### config.mk
export PLATFORM = sky130hd
export DESIGN_NAME = pixie_dp_front_end_flat
export DESIGN_NICKNAME = d
export VERILOG_FILES = /design/src/rtl/pixie_pkg.sv /design/src/rtl/pixie_dp_front_end_if.sv /design/src/rtl/pixie_line_timer.sv /design/src/rtl/pixie_dp_front_end.sv /design/src/flat_wrapper.sv
export SDC_FILE = /design/constraint.sdc
export NUM_CORES = 1
export LEC_CHECK = 0
export BUFFER_PORTS_ARGS = -buffer_cell sky130_fd_sc_hd__buf_4
export CORE_AREA = 2 2 65 67
export CTS_CLUSTER_DIAMETER = 100
export DETAILED_ROUTE_END_ITERATION = 7
export DIE_AREA = 0 0 67 69
export MAX_ROUTING_LAYER = met4
export PLACE_DENSITY = 0.69
export REMOVE_ABC_BUFFERS = 1
export SYNTH_ARGS = -nofsm -noshare
export SYNTH_HDL_FRONTEND = slang
export SYNTH_SLANG_ARGS = --single-unit
### constraint.sdc
create_clock -name clk -period 2.5 [get_ports clk]
set_input_delay 0.125 -clock clk [delete_from_list [all_inputs] [get_ports clk]]
set_output_delay 0.125 -clock clk [all_outputs]
set_load 0.01 [all_outputs]
### src/rtl/pixie_pkg.sv
// Shared CDP1861 (Pixie) constants and types for the CPU-side front end and the display back end.
package pixie_pkg;

    localparam logic [1:0] SC_DMA = 2'b10;

    localparam int FB_ADDR_W = 10;
    localparam int ROW_W     = 7;
    localparam int BYTE_W    = 3;

    localparam int MC_W   = 4;
    localparam int LINE_W = 9;

    localparam int CYCLES_PER_LINE   = 14;
    localparam int LINES_PER_FRAME   = 262;
    localparam int ACTIVE_START_LINE = 64;
    localparam int ACTIVE_LINES      = 128;
    localparam int DMA_START_CYCLE   = 2;
    localparam int INT_LINES         = 2;
    localparam int EFX_LINES         = 4;

    typedef logic [MC_W-1:0]   mc_t;
    typedef logic [LINE_W-1:0] line_t;

    typedef struct packed {
        logic [ROW_W-1:0]  row;
        logic [BYTE_W-1:0] byte_idx;
    } fb_addr_t;

    function automatic logic line_in_range(line_t v, line_t lo, line_t hi);
        return (v >= lo) && (v <= hi);
    endfunction

endpackage

### src/rtl/pixie_dp_front_end_if.sv
// CPU and framebuffer-write signals of the Pixie front end; master is the CPU side, slave the front end.
interface pixie_dp_front_end_if;
    import pixie_pkg::*;

    logic                 tpb;
    logic [1:0]           sc;
    logic [7:0]           cpu_data;
    logic                 disp_on;
    logic                 disp_off;
    logic                 dma_out_req;
    logic                 int_req;
    logic                 efx;
    logic                 display_enabled;
    logic                 fb_write_en;
    logic [FB_ADDR_W-1:0] fb_write_addr;
    logic [7:0]           fb_write_data;

    modport master (
        output tpb, sc, cpu_data, disp_on, disp_off,
        input  dma_out_req, int_req, efx, display_enabled,
        input  fb_write_en, fb_write_addr, fb_write_data
    );

    modport slave (
        input  tpb, sc, cpu_data, disp_on, disp_off,
        output dma_out_req, int_req, efx, display_enabled,
        output fb_write_en, fb_write_addr, fb_write_data
    );

endinterface

### src/rtl/pixie_line_timer.sv
// Machine-cycle and scan-line counters driven by CPU TPB strobes, with decoded timing windows.
module pixie_line_timer
    import pixie_pkg::*;
#(
    parameter int CPL       = CYCLES_PER_LINE,
    parameter int LPF       = LINES_PER_FRAME,
    parameter int ACT_START = ACTIVE_START_LINE,
    parameter int ACT_LINES = ACTIVE_LINES,
    parameter int DMA_START = DMA_START_CYCLE,
    parameter int INT_N     = INT_LINES,
    parameter int EFX_N     = EFX_LINES
) (
    input  logic  clk,
    input  logic  reset,
    input  logic  tpb_i,
    output line_t line_cnt_o,
    output logic  line_wrap_o,
    output logic  active_o,
    output logic  int_win_o,
    output logic  efx_win_o,
    output logic  dma_win_o
);

    localparam mc_t   MC_LAST   = mc_t'(CPL - 1);
    localparam mc_t   DMA_FIRST = mc_t'(DMA_START);
    localparam mc_t   DMA_LAST  = mc_t'(DMA_START + 7);
    localparam line_t LINE_LAST = line_t'(LPF - 1);
    localparam line_t ACT_FIRST = line_t'(ACT_START);
    localparam line_t ACT_LAST  = line_t'(ACT_START + ACT_LINES - 1);
    localparam line_t INT_FIRST = line_t'(ACT_START - INT_N);
    localparam line_t PRE_LAST  = line_t'(ACT_START - 1);
    localparam line_t EFX_FIRST = line_t'(ACT_START - EFX_N);
    localparam line_t EFX_TAIL  = line_t'(ACT_START + ACT_LINES - EFX_N);

    mc_t   mc_q,   mc_d;
    line_t line_q, line_d;

    always_comb begin
        // NOTE: defaults first so every path assigns the next state and no latch is inferred.
        mc_d        = mc_q;
        line_d      = line_q;
        line_wrap_o = 1'b0;
        if (tpb_i) begin
            if (mc_q == MC_LAST) begin
                mc_d        = '0;
                line_wrap_o = 1'b1;
                line_d      = (line_q == LINE_LAST) ? '0 : line_q + 1'b1;
            end else begin
                mc_d = mc_q + 1'b1;
            end
        end
    end

    always_ff @(posedge clk) begin
        // NOTE: non-blocking for all state so every register samples pre-edge values.
        if (reset) begin
            mc_q   <= '0;
            line_q <= '0;
        end else begin
            mc_q   <= mc_d;
            line_q <= line_d;
        end
    end

    assign line_cnt_o = line_q;
    assign active_o   = line_in_range(line_q, ACT_FIRST, ACT_LAST);
    assign int_win_o  = line_in_range(line_q, INT_FIRST, PRE_LAST);
    assign efx_win_o  = line_in_range(line_q, EFX_FIRST, PRE_LAST) ||
                        line_in_range(line_q, EFX_TAIL, ACT_LAST);
    assign dma_win_o  = (mc_q >= DMA_FIRST) && (mc_q <= DMA_LAST);

endmodule

### src/rtl/pixie_dp_front_end.sv
// CDP1861 CPU-side front end: DMA/INT/EFx requests toward the 1802 and DMA-out capture into the framebuffer.
module pixie_dp_front_end
    import pixie_pkg::*;
(
    input  logic                 clk,
    input  logic                 reset,
    pixie_dp_front_end_if.slave  bus
);

    localparam line_t ACT_FIRST = line_t'(ACTIVE_START_LINE);

    line_t             line_cnt;
    logic              line_wrap, active, int_win, efx_win, dma_win;
    logic              en_q, en_d;
    logic              dma_req_q, int_q, efx_q;
    logic              we_q;
    fb_addr_t          addr_q;
    logic [7:0]        data_q;
    logic [BYTE_W-1:0] byte_q, byte_d;
    logic              done_q, done_d;
    logic              capture;
    logic [ROW_W-1:0]  row;

    pixie_line_timer u_timer (
        .clk         (clk),
        .reset       (reset),
        .tpb_i       (bus.tpb),
        .line_cnt_o  (line_cnt),
        .line_wrap_o (line_wrap),
        .active_o    (active),
        .int_win_o   (int_win),
        .efx_win_o   (efx_win),
        .dma_win_o   (dma_win)
    );

    assign row = ROW_W'(line_cnt - ACT_FIRST);

    // Capture uses the current enable, so a DMA coinciding with disp_off is still written.
    assign capture = bus.tpb && (bus.sc == SC_DMA) && active && en_q && !done_q;

    always_comb begin
        en_d = en_q;
        if (bus.disp_on)  en_d = 1'b1;
        if (bus.disp_off) en_d = 1'b0;

        byte_d = byte_q;
        done_d = done_q;
        if (capture) begin
            byte_d = byte_q + 1'b1;
            done_d = (byte_q == '1);
        end
        if (line_wrap) begin
            byte_d = '0;
            done_d = 1'b0;
        end
    end

    always_ff @(posedge clk) begin
        if (reset) begin
            en_q      <= 1'b0;
            dma_req_q <= 1'b0;
            int_q     <= 1'b0;
            efx_q     <= 1'b0;
            we_q      <= 1'b0;
            addr_q    <= '0;
            data_q    <= '0;
            byte_q    <= '0;
            done_q    <= 1'b0;
        end else begin
            en_q      <= en_d;
            dma_req_q <= en_d && active && dma_win;
            int_q     <= en_d && int_win;
            efx_q     <= efx_win;
            we_q      <= capture;
            byte_q    <= byte_d;
            done_q    <= done_d;
            if (capture) begin
                addr_q <= '{row: row, byte_idx: byte_q};
                data_q <= bus.cpu_data;
            end
        end
    end

    assign bus.dma_out_req     = dma_req_q;
    assign bus.int_req         = int_q;
    assign bus.efx             = efx_q;
    assign bus.display_enabled = en_q;
    assign bus.fb_write_en     = we_q;
    assign bus.fb_write_addr   = addr_q;
    assign bus.fb_write_data   = data_q;

endmodule

### src/flat_wrapper.sv
// flat-port wrapper written by rule: the top's interface ports become plain ports
module pixie_dp_front_end_flat import pixie_pkg::*;
  (clk, reset, bus_tpb, bus_sc, bus_cpu_data, bus_disp_on, bus_disp_off, bus_dma_out_req, bus_int_req, bus_efx, bus_display_enabled, bus_fb_write_en, bus_fb_write_addr, bus_fb_write_data);
  pixie_dp_front_end_if bus_i ();
  input  logic clk;
  input  logic reset;
  input wire logic [$bits(bus_i.tpb)-1:0] bus_tpb;
  input wire logic [$bits(bus_i.sc)-1:0] bus_sc;
  input wire logic [$bits(bus_i.cpu_data)-1:0] bus_cpu_data;
  input wire logic [$bits(bus_i.disp_on)-1:0] bus_disp_on;
  input wire logic [$bits(bus_i.disp_off)-1:0] bus_disp_off;
  output wire logic [$bits(bus_i.dma_out_req)-1:0] bus_dma_out_req;
  output wire logic [$bits(bus_i.int_req)-1:0] bus_int_req;
  output wire logic [$bits(bus_i.efx)-1:0] bus_efx;
  output wire logic [$bits(bus_i.display_enabled)-1:0] bus_display_enabled;
  output wire logic [$bits(bus_i.fb_write_en)-1:0] bus_fb_write_en;
  output wire logic [$bits(bus_i.fb_write_addr)-1:0] bus_fb_write_addr;
  output wire logic [$bits(bus_i.fb_write_data)-1:0] bus_fb_write_data;
  assign bus_i.tpb = bus_tpb;
  assign bus_i.sc = bus_sc;
  assign bus_i.cpu_data = bus_cpu_data;
  assign bus_i.disp_on = bus_disp_on;
  assign bus_i.disp_off = bus_disp_off;
  assign bus_dma_out_req = bus_i.dma_out_req;
  assign bus_int_req = bus_i.int_req;
  assign bus_efx = bus_i.efx;
  assign bus_display_enabled = bus_i.display_enabled;
  assign bus_fb_write_en = bus_i.fb_write_en;
  assign bus_fb_write_addr = bus_i.fb_write_addr;
  assign bus_fb_write_data = bus_i.fb_write_data;
  pixie_dp_front_end u_core (.clk(clk), .reset(reset), .bus(bus_i));
endmodule
==> metrics.md, run 1 <==
| Metric | Value |
|---|---|
| Hold WS | `0.01674 ns` |
| Worst EP arrival | `2.28 ns` |
| Pins Over Slew Limit | `0` |
| Crit-path cells | `ha_1 > and3b_1 > a311o_1 > buf_4 > o21ai_0 > a21oi_1` |
| Fin. Hold Viols | `0` |
| Cell Area, Placed | `0.002034 mm²` |
| # fillers | `388` |
| Setup violators final | `0` |
| Worst path slowest cell | `a311o_1` |
| R2r endpoint | `u_core.bus.fb_write_data[0]$_SDFFE_PP0P_` |
| Top FF cell, synth | `dfxtp_1` |
| Htree depth | `2` |
| FF-to-FF path depth | `6` |
| Area growth syn-to-layout | `22.71%` |
| Post-CTS setup buffer count | `0` |
| Hold buffer count at cts | `0` |
| Clock transition at path regs | `0.07 ns` |
| CTS buffer count | `5` |
| Max-cap violation count | `0` |
| WL met1 | `1804 µm` |
| HP Start | `bus_disp_off` |
| CP endpoint kind | `register` |
| Die span in y | `69 µm` |
| Setup Crit Path Kind | `register to register` |
| Post-synthesis cell type count | `36` |
| # diodes | `0` |
| Starting density of the core | `0.4405` |
| Grt total ovfl | `0` |
| Via density | `5.297` |
| Largest net degree at the start of global routing | `28` |
| FFs w/ async S/R, synth | `0` |
| DR iter-0 viols | `128` |
| Post-cts sizing count | `0` |
| IO buf count | `37` |
| Routed Antenna Nets | `0` |
| Fin util | `0.5406` |
| I/O pin total | `38` |
| Slowest stage delay, CP | `0.56 ns` |
| Layout cells sized above 1 | `0.2161` |
| Final Cycle Share | `0.8440` |
| Die W | `67 µm` |
| Most frequent cells in the layout | `buf_4 (41), dfxtp_1 (40), a21oi_1 (25), nand3_1 (23), o21ai_0 (22)` |
| Hold WC Path Type | `primary input to register` |
| Critical path buffers and inverters | `1` |
| WL final | `3727 µm` |
| Synthesized instance count | `201` |
| Final Cell Area | `0.002116 mm²` |
| R2R Setup Slk | `0.39 ns` |
| Crit-path leading delay family | `compound AO/OA/AOI/OAI gates` |
| Layout net count | `256` |
| YS warnings | `0` |
| Startpoint types | `register` |
| GP Congestion | `0.7847` |
| Status | `completed` |
| EDFF count, synth | `0` |
| Vias in the first global route | `1419` |
| Register bit count reported by yosys | `40` |
| Average wire per cell in the routed design | `13.03 µm` |
| Worst-margin pin slew | `0.6214 ns` |
| PD cells | `519.2 mW/mm²` |
| Worst hold path stage count | `2` |
| Row count | `23` |
| # DRC | `0` |
| Setup TNS | `0 ns` |
| Tot GR Track Use | `0.1883` |
| Leakage | `0.7898 nW` |
| Mapped Avg Cell Area | `8.578 µm²` |
| Register area share after synthesis | `0.4644` |
| Hold endpoint | `u_core.bus.display_enabled$_SDFF_PP0_` |
| Clk_lat worst skew | `0.29 ns` |
| Reg2reg start | `u_core.u_timer.line_cnt_o[0]$_SDFFE_PP0P_` |
| Clock Sinks | `40` |
| Core Area | `0.003914 mm²` |
| Via count | `1515` |
| Global-route wire length before repair | `6637 µm` |
| Peak Freq | `0.4740 GHz` |
| Highest Signal Layer | `met4` |
| CTS root buffer | `clkbuf_8` |
| Power consumption | `1.098 mW` |
| Synth Cell Area | `0.001724 mm²` |
| Crit path max fanout | `17` |
| Worst EP required | `2.67 ns` |
| Initial antenna violation count | `0` |
| Routed met2 length | `1749 µm` |
| Relative slew margins | `0.5857` |
| Clock Skew | `0.004705 ns` |
| Detail Placement HPWL | `2504 µm` |
| Final min period | `2.110 ns` |
| IR drop worst, VDD | `0.0004004 V` |
| RSZ-0062 raised after global routing | `no` |
| Routed met3 length | `104 µm` |
| DRT Pass-1 Iters | `4` |
| CTS tree | `yes` |
| Max Buffers Root-to-Sink | `2` |
| Die Area | `0.004623 mm²` |
| Leading cell type in the layout, fill and taps excluded | `buf_4` |
## sequential cells by signal, summed over array words and instances, names as in the netlist
register,cells
u_core.done_q,1
u_core.u_timer.mc_q,4
u_core.bus.display_enabled,1
u_core.byte_q,3
u_core.bus.fb_write_addr,10
u_core.bus.fb_write_data,8
u_core.bus.efx,1
u_core.bus.fb_write_en,1
u_core.bus.int_req,1
u_core.u_timer.line_cnt_o,9
u_core.bus.dma_out_req,1
## synthesized netlist by cell type, drive strengths merged, types with 2 or more instances
master	count	area share
nand2	5	0.011
nand4b	2	0.010
xnor2	8	0.041
nand3	23	0.067
xor2	3	0.015
o21ai	22	0.064
nand4	2	0.0073
ha	5	0.036
nor2	18	0.041
dfxtp	40	0.46
nor4	3	0.011
and3	3	0.011
a21oi	25	0.073
clkbuf	6	0.014
or3	3	0.011
a211oi	2	0.0087
inv	6	0.013
nor3	4	0.012
buf	7	0.025
## per-stage QoR
stage	setup WS (ns)	cells
3_5_place_dp	0.4211	279
4_1_cts	0.4133	286
3_3_place_gp	0.4792	279
5_1_grt	0.2484	286
6_report	0.3901	286
2_1_floorplan	0.04264	188
## where the power goes
group | internal [mW] | total [mW] | switching (mW)
Clock | 0.189 | 0.407 | 0.218
Combinational | 0.0224 | 0.0441 | 0.0217
Sequential | 0.640 | 0.647 | 0.00666
## logic make-up (layout without fill, tap and decap cells)
family / after synthesis / count (layout) / share of synthesized area
xor+xnor: 11 / 11 / 0.05588
fa+ha+maj: 5 / 5 / 0.03628
flops: 40 / 40 / 0.4644
simple gates: 73 / 73 / 0.2250
compound gates: 53 / 53 / 0.1669
buf+inv: 19 / 54 / 0.05152
## worst max path at each step
stage	startpoint	to	slack, ns	cells after the start
after global routing	u_core.u_timer.line_cnt_o[0]$_SDFFE_PP0P_	u_core.bus.fb_write_data[3]$_SDFFE_PP0P_	0.25	6
after CTS	u_core.u_timer.line_cnt_o[0]$_SDFFE_PP0P_	u_core.byte_q[0]$_SDFFE_PP0P_	0.41	5
after global placement	u_core.u_timer.line_cnt_o[0]$_SDFFE_PP0P_	u_core.byte_q[1]$_SDFFE_PP0P_	0.48	6
after detailed placement	u_core.u_timer.line_cnt_o[0]$_SDFFE_PP0P_	u_core.byte_q[0]$_SDFFE_PP0P_	0.42	5
final	u_core.u_timer.line_cnt_o[0]$_SDFFE_PP0P_	u_core.bus.fb_write_data[0]$_SDFFE_PP0P_	0.39	6
after floorplan	u_core.u_timer.line_cnt_o[0]$_SDFFE_PP0P_	u_core.bus.fb_write_addr[0]$_SDFFE_PP0P_	0.04	5
## layer usage
layer,track usage,vias to the layer above
met5,-,-
met1,0.2469,707
met2,0.2783,22
met4,0.07937,0
li1,-,781
met3,0.04078,5
## area by class of cell
| class | count | area [µm²] | share of cell area |
|---|---|---|---|
| Multi-Input combinational cell | 142 | 840.8 | 0.3974 |
| Sequential cell | 40 | 800.8 | 0.3785 |
| Timing Repair Buffer | 41 | 307.8 | 0.1455 |
| Clock buffer | 5 | 68.82 | 0.03253 |
| Tap cell | 50 | 62.56 | 0.02957 |
| Inverter | 6 | 22.52 | 0.01064 |
| Clock inverter | 2 | 12.51 | 0.005914 |
## worst register-to-register path, cell delays in order, from the launching register on
cell and delay (ns):
dfxtp_1 0.45, ha_1 0.24, and3b_1 0.23, a311o_1 0.56
buf_4 0.25, o21ai_0 0.17, a21oi_1 0.08
(Power assumes the default switching activity.)
==> run 2: changes to the inputs <==
Settings changed: PLACE_DENSITY 0.69 to 0.72.
Clock period 2.5 ns to 1.8 ns, I/O delays scaled along.
==> run 2 against run 1 <==
Non-clock buffer count rose by 10. Clock power rose by 37%. Clock-buffer cell count did not move. Combinational power rose by 46%. Clock skew rose by 0.0032 ns.
==> metrics.md, run 2 (synthesis gave the netlist of run 1 again) <==
| Metric | Value |
|---|---|
| IR drop worst, VDD | `0.0004945 V (+24%)` |
| Average wire per cell in the routed design | `13.27 µm (+1.8%)` |
| Via count | `1539 (+1.6%)` |
| Routed Antenna Nets | `0 (unchanged)` |
| Max Buffers Root-to-Sink | `2 (unchanged)` |
| Clk_lat worst skew | `0.29 ns (about the same)` |
| Clock Sinks | `40 (unchanged)` |
| Die W | `67 µm (unchanged)` |
| DRT Pass-1 Iters | `4 (unchanged)` |
| Peak Freq | `0.5815 GHz (+23%)` |
| Grt total ovfl | `0 (unchanged)` |
| IO buf count | `37 (unchanged)` |
| FF-to-FF path depth | `5 (-1)` |
| Final Cell Area | `0.002216 mm² (+4.7%)` |
| Power Internal | `1.185 mW (+39%)` |
| Die span in y | `69 µm (unchanged)` |
| Worst EP arrival | `1.94 ns (-0.34 ns)` |
| CTS buffer count | `5 (unchanged)` |
| Final min period | `1.720 ns (-0.3901 ns)` |
| Leakage | `0.8457 nW (+7.1%)` |
| Setup violators final | `0 (unchanged)` |
| Combinational power share | `0.042 (+0.002)` |
| Status | `completed` |
| CTS tree | `yes` |
| Row count | `23 (unchanged)` |
| Detail Placement HPWL | `2714 µm (+8.4%)` |
| Htree depth | `2 (unchanged)` |
| Worst hold path stage count | `3 (+1)` |
| Global-route wire length before repair | `6679 µm (+0.63%)` |
| Reg2reg start | `u_core.u_timer.line_cnt_o[1]$_SDFFE_PP0P_` |
| I/O pin total | `38 (unchanged)` |
| R2r endpoint | `u_core.bus.fb_write_addr[9]$_SDFFE_PP0P_` |
| Relative slew margins | `0.7556 (+0.1699)` |
| Layout net count | `266 (+3.9%)` |
| Hold endpoint | `u_core.bus.fb_write_data[6]$_SDFFE_PP0P_` |
| Area growth syn-to-layout | `28.52%` |
| Fin. Hold Viols | `0 (unchanged)` |
| WL final | `3928 µm (+5.4%)` |
| Final Cycle Share | `0.9554 (+0.1115)` |
| Via density | `5.199 (-1.8%)` |
| Pre-CTS WS | `0.01706 ns (-0.4040 ns)` |
| Layout cells sized above 1 | `0.2520 (+0.03593)` |
| Pins Over Slew Limit | `0 (unchanged)` |
| Sw power | `0.3362 mW (+36%)` |
| Startpoint types | `register` |
| Die Area | `0.004623 mm² (unchanged)` |
| Core Area | `0.003914 mm² (unchanged)` |
| CTS root buffer | `clkbuf_8` |
| DR iter-0 viols | `58 (-55%)` |
| HP Start | `bus_cpu_data[6]` |
| Starting density of the core | `0.4405 (unchanged)` |
| Worst EP required | `2.02 ns (-0.65 ns)` |
| Vias in the first global route | `1427 (+0.56%)` |
| CP endpoint kind | `register` |
| # DRC | `0 (unchanged)` |
| Tot GR Track Use | `0.1907 (+0.002323)` |
| Post-layout worst setup margin | `0.08019 ns (-0.3099 ns)` |
| Sequential share of power | `0.591 (+0.002)` |
| GP Congestion | `0.7914 (+0.85%)` |
| Leading cell type in the layout, fill and taps excluded | `buf_4` |
| Max-cap violation count | `0 (unchanged)` |
| Hold WC Path Type | `primary input to register` |
| Fin util | `0.5662 (+0.02558)` |
| Most frequent cells in the layout | `buf_4 (48), dfxtp_1 (39), a21oi_1 (25), nand3_1 (23)` |
| Sw Share | `0.2210 (-0.003566)` |
| PD cells | `686.4 mW/mm² (+32%)` |
| R2R Setup Slk | `0.08 ns (-0.31 ns)` |
| Clock Skew | `0.007884 ns (+0.003179 ns)` |
| Setup TNS | `0 ns (unchanged)` |
| Max reg flops | `10 (unchanged)` |
| Power consumption | `1.521 mW (+38%)` |
| Clock transition at path regs | `0.08 ns (about the same)` |
| Worst-margin pin slew | `0.3661 ns (-0.2553 ns)` |
| Cell Area, Placed | `0.002107 mm² (+3.6%)` |
| Clock network power share | `0.367 (-0.004)` |
| # diodes | `0 (unchanged)` |
| RSZ-0062 raised after global routing | `no` |
| Crit path max fanout | `6 (-11)` |
| Initial antenna violation count | `0 (unchanged)` |
| Setup Crit Path Kind | `register to register` |
| Largest net degree at the start of global routing | `28 (unchanged)` |
run 2: per-stage QoR:
stage	hold WS (ns)	cells
finish	0.05538	296
global route	0.05619	296
CTS	0.04854	295
detailed placement	0.2856	287
global placement	0.2876	287
floorplan	0.1591	188
run 2: worst max-delay path: stages, from the launching register on:
cell and delay (ns):
dfxtp_1 0.33, ha_1 0.16, and3b_1 0.22, a311o_1 0.40, or3_4 0.39, a21oi_1 0.15
run 2: worst max path at each step:
stage | from | endpoint | slack (ns) | cells past startpoint
after floorplan | u_core.u_timer.line_cnt_o[0]$_SDFFE_PP0P_ | u_core.bus.fb_write_addr[0]$_SDFFE_PP0P_ | -0.66 | 5
after global placement | u_core.u_timer.line_cnt_o[0]$_SDFFE_PP0P_ | u_core.bus.fb_write_addr[0]$_SDFFE_PP0P_ | 0.09 | 6
after detailed placement | u_core.u_timer.line_cnt_o[0]$_SDFFE_PP0P_ | u_core.bus.fb_write_data[4]$_SDFFE_PP0P_ | 0.02 | 6
after CTS | u_core.u_timer.line_cnt_o[0]$_SDFFE_PP0P_ | u_core.bus.fb_write_data[1]$_SDFFE_PP0P_ | 0.009 | 6
after global routing | u_core.u_timer.line_cnt_o[1]$_SDFFE_PP0P_ | u_core.bus.fb_write_addr[9]$_SDFFE_PP0P_ | 0.0006 | 5
final | u_core.u_timer.line_cnt_o[1]$_SDFFE_PP0P_ | u_core.bus.fb_write_addr[9]$_SDFFE_PP0P_ | 0.08 | 5
run 2: power by group through the flow:
| stage | Combinational (mW) | Sequential [mW] | Clock [mW] |
|---|---|---|---|
| after floorplan | 0.0207 | 0.918 | 0 |
| after global placement | 0.0615 | 0.919 | 0 |
| after detailed placement | 0.0628 | 0.919 | 0 |
| after CTS | 0.0643 | 0.899 | 0.580 |
| after global routing | 0.0720 | 0.900 | 0.614 |
| final | 0.0642 | 0.899 | 0.558 |
run 2: cell type report:
type | count | area [µm²]
multi-input combinational | 142 | 845.8
clock inverter | 2 | 12.51
fill | 386 | 1698
inverter | 6 | 22.52
sequential | 40 | 802.0
clock buffer | 5 | 68.82
tap | 50 | 62.56
timing repair buffer | 51 | 401.6
run 2: what timing repair did:
item | CTS | global route
hold endpoints to repair | 1 | 0
setup buffers | 0 | 1
gates resized for setup | 0 | 8
endpoints found under the setup margin | 0 | 18
hold buffers | 1 | 0
run 2: per-layer routing:
layer | vias up | track usage | wire length (µm)
met5 | - | - | 0
met2 | 34 | 0.2816 | 1930
li1 | 801 | - | -
met1 | 700 | 0.2497 | 1769
met3 | 4 | 0.04568 | 168
met4 | 0 | 0.07483 | 60
==> run 3: changes to the inputs <==
Settings changed: PLACE_DENSITY 0.72 to 0.69.
Clock period 1.8 ns to 1.9 ns, I/O delays scaled along.
==> run 3 against run 2 <==
Cell count is 0.68% lower. Utilization is 0.61 points higher. Sequential power is 5.3% lower. Global-route usage is 0.83 points higher. Combinational power is 5.6% lower. Clock power is 47% higher. Via count is 2.0% higher. Register-to-register slack better by 0.05 ns. Sequential share of layout area is 0.44 points lower. Worst hold slack hardly changed. Critical path type unchanged. Critical endpoint is now u_core.bus.fb_write_data[4]$_SDFFE_PP0P_. Largest power group unchanged.
==> metrics.md, run 3 (synthesis gave the netlist of run 1 again) <==
| Metric | Value |
|---|---|
| Status | `completed` |
| I/O pin total | `38 (unchanged)` |
| Die span in y | `69 µm (unchanged)` |
| # fillers | `389 (+0.78%)` |
| Crit path max fanout | `10 (+4)` |
| Clk_lat worst skew | `0.30 ns (about the same)` |
| Clock Skew | `0.008128 ns (+0.0002448 ns)` |
| Vias in the first global route | `1476 (+3.4%)` |
| Peak Freq | `0.5661 GHz (-2.6%)` |
| Global-route wire length before repair | `6982 µm (+4.5%)` |
| Row count | `23 (unchanged)` |
| Layout cells sized above 1 | `0.2418 (-0.01023)` |
| Hold WC Path Type | `primary input to register` |
| Average wire per cell in the routed design | `13.62 µm (+2.6%)` |
| # diodes | `0 (unchanged)` |
| Cell Area, Placed | `0.002100 mm² (-0.36%)` |
| DRT Pass-1 Iters | `4 (unchanged)` |
| Setup violators final | `0 (unchanged)` |
| Power Internal | `1.391 mW (+17%)` |
| IO buf count | `37 (unchanged)` |
| Detail Placement HPWL | `2716 µm (about the same)` |
| Sw Share | `0.1958 (-0.02519)` |
| IR drop worst, VDD | `0.0005744 V (+16%)` |
| Fin. Hold Viols | `0 (unchanged)` |
| Sequential share of power | `0.492 (-0.099)` |
| Clock transition at path regs | `0.08 ns (about the same)` |
| Clock Sinks | `40 (unchanged)` |
| CTS root buffer | `clkbuf_8` |
| Crit-path cells | `ha_1 > and3b_1 > a311o_2 > buf_4 > o21ai_0 > a21oi_1` |
| Worst path slowest cell | `a311o_2` |
| CP endpoint kind | `register` |
| Routed Antenna Nets | `0 (unchanged)` |
| Area growth syn-to-layout | `29.90%` |
| Die Area | `0.004623 mm² (unchanged)` |
| Worst EP arrival | `1.94 ns (about the same)` |
| Max Buffers Root-to-Sink | `2 (unchanged)` |
| Initial antenna violation count | `0 (unchanged)` |
| Setup Crit Path Kind | `register to register` |
| Post-layout worst setup margin | `0.1337 ns (+0.05348 ns)` |
| GP Congestion | `0.7912 (about the same)` |
| Post-CTS setup buffer count | `0 (unchanged)` |
| Leading cell type in the layout, fill and taps excluded | `buf_4` |
| DR iter-0 viols | `87 (+50%)` |
| Slowest stage delay, CP | `0.46 ns (+0.06 ns)` |
| Tot GR Track Use | `0.1989 (+0.008257)` |
| Htree depth | `2 (unchanged)` |
| Final min period | `1.766 ns (+0.04652 ns)` |
| # DRC | `0 (unchanged)` |
| Core Area | `0.003914 mm² (unchanged)` |
| Hold WS | `0.05580 ns (+0.0004152 ns)` |
| Largest net degree at the start of global routing | `28 (unchanged)` |
| Worst-margin pin slew | `0.3879 ns (+0.02180 ns)` |
| Pre-CTS WS | `0.1289 ns (+0.1118 ns)` |
| Max reg flops | `10 (unchanged)` |
| Die W | `67 µm (unchanged)` |
| Clock network power share | `0.473 (+0.106)` |
| Starting density of the core | `0.4405 (unchanged)` |
| WL final | `4004 µm (+1.9%)` |
| Max-cap violation count | `0 (unchanged)` |
| CTS buffer count | `5 (unchanged)` |
| RSZ-0062 raised after global routing | `no` |
| Via count | `1570 (+2.0%)` |
| Layout net count | `264 (-0.75%)` |
| Relative slew margins | `0.7390 (-0.01658)` |
| Via density | `5.340 (+2.7%)` |
| Grt total ovfl | `0 (unchanged)` |
| PD cells | `772.4 mW/mm² (+13%)` |
| Final Cell Area | `0.002240 mm² (+1.1%)` |
| Worst EP required | `2.08 ns (+0.06 ns)` |
| Pins Over Slew Limit | `0 (unchanged)` |
| Startpoint types | `register` |
| Combinational power share | `0.035 (-0.007)` |
| Final Cycle Share | `0.9296 (-0.02580)` |
| CTS tree | `yes` |
| Leakage | `0.8557 nW (+1.2%)` |
| Most frequent cells in the layout | `buf_4 (47), dfxtp_1 (40), a21oi_1 (25), nand3_1 (23), o21ai_0 (22)` |
| Sw power | `0.3387 mW (+0.76%)` |
run 3: final timing paths:
kind | depth (start not counted) | slack, ns | from | to
hold reg to reg | 2 | 0.48 | u_core.bus.fb_write_addr[0]$_SDFFE_PP0P_ | u_core.bus.fb_write_addr[0]$_SDFFE_PP0P_
setup reg to reg | 6 | 0.13 | u_core.u_timer.line_cnt_o[1]$_SDFFE_PP0P_ | u_core.bus.fb_write_data[4]$_SDFFE_PP0P_
setup / recovery | 6 | 0.13 | u_core.u_timer.line_cnt_o[1]$_SDFFE_PP0P_ | u_core.bus.fb_write_data[4]$_SDFFE_PP0P_
hold / removal | 3 | 0.06 | bus_cpu_data[5] | u_core.bus.fb_write_data[5]$_SDFFE_PP0P_
run 3: per-stage QoR:
step | setup TNS, ns | power, mW | std cells | utilization
finish | 0 | 1.730 | 294 | 0.5723
global route | 0 | 1.778 | 294 | 0.5723
CTS | 0 | 1.739 | 294 | 0.5719
detailed placement | 0 | 0.9300 | 286 | 0.5364
global placement | 0 | 0.9295 | 286 | 0.5364
floorplan | -11.15 | 0.8891 | 188 | -
run 3: final cells by class:
type / count / area [µm²] / area share
Sequential cell: 40 / 800.8 / 0.3575
Timing Repair Buffer: 49 / 382.9 / 0.1709
Multi-Input combinational cell: 142 / 842.1 / 0.3760
Inverter: 6 / 22.52 / 0.01006
Clock inverter: 2 / 60.06 / 0.02682
Tap cell: 50 / 62.56 / 0.02793
Clock buffer: 5 / 68.82 / 0.03073
run 3: power groups by stage:
stage	combinational, mW	sequential [mW]	clock, mW
2_1_floorplan	0.0196	0.869	0
3_3_place_gp	0.0587	0.871	0
3_5_place_dp	0.0590	0.871	0
4_1_cts	0.0608	0.851	0.827
5_1_grt	0.0680	0.852	0.858
6_report	0.0606	0.851	0.818
run 3: metal layers:
metal / share of wire / wire [µm] / up-vias / global-route usage
met3: 0.028 / 111 / 5 / 0.03752
met4: 0.021 / 85 / 0 / 0.09751
met2: 0.48 / 1919 / 22 / 0.2948
li1: - / - / 795 / -
met5: 0 / 0 / - / -
met1: 0.47 / 1887 / 748 / 0.2566
run 3: worst max-delay path: cells and delay by family (launching register included):
kind	cells	cell delay, ns
buf+inv	1	0.19
fa+ha+maj	1	0.16
simple gates	1	0.22
compound gates	3	0.74
flops	1	0.34
run 3: what timing repair did:
item                                    CTS  global route
resized for setup                         0             1
hold buffers                              1             0
endpoints found under the setup margin    0             2
hold endpoints to repair                  1             0
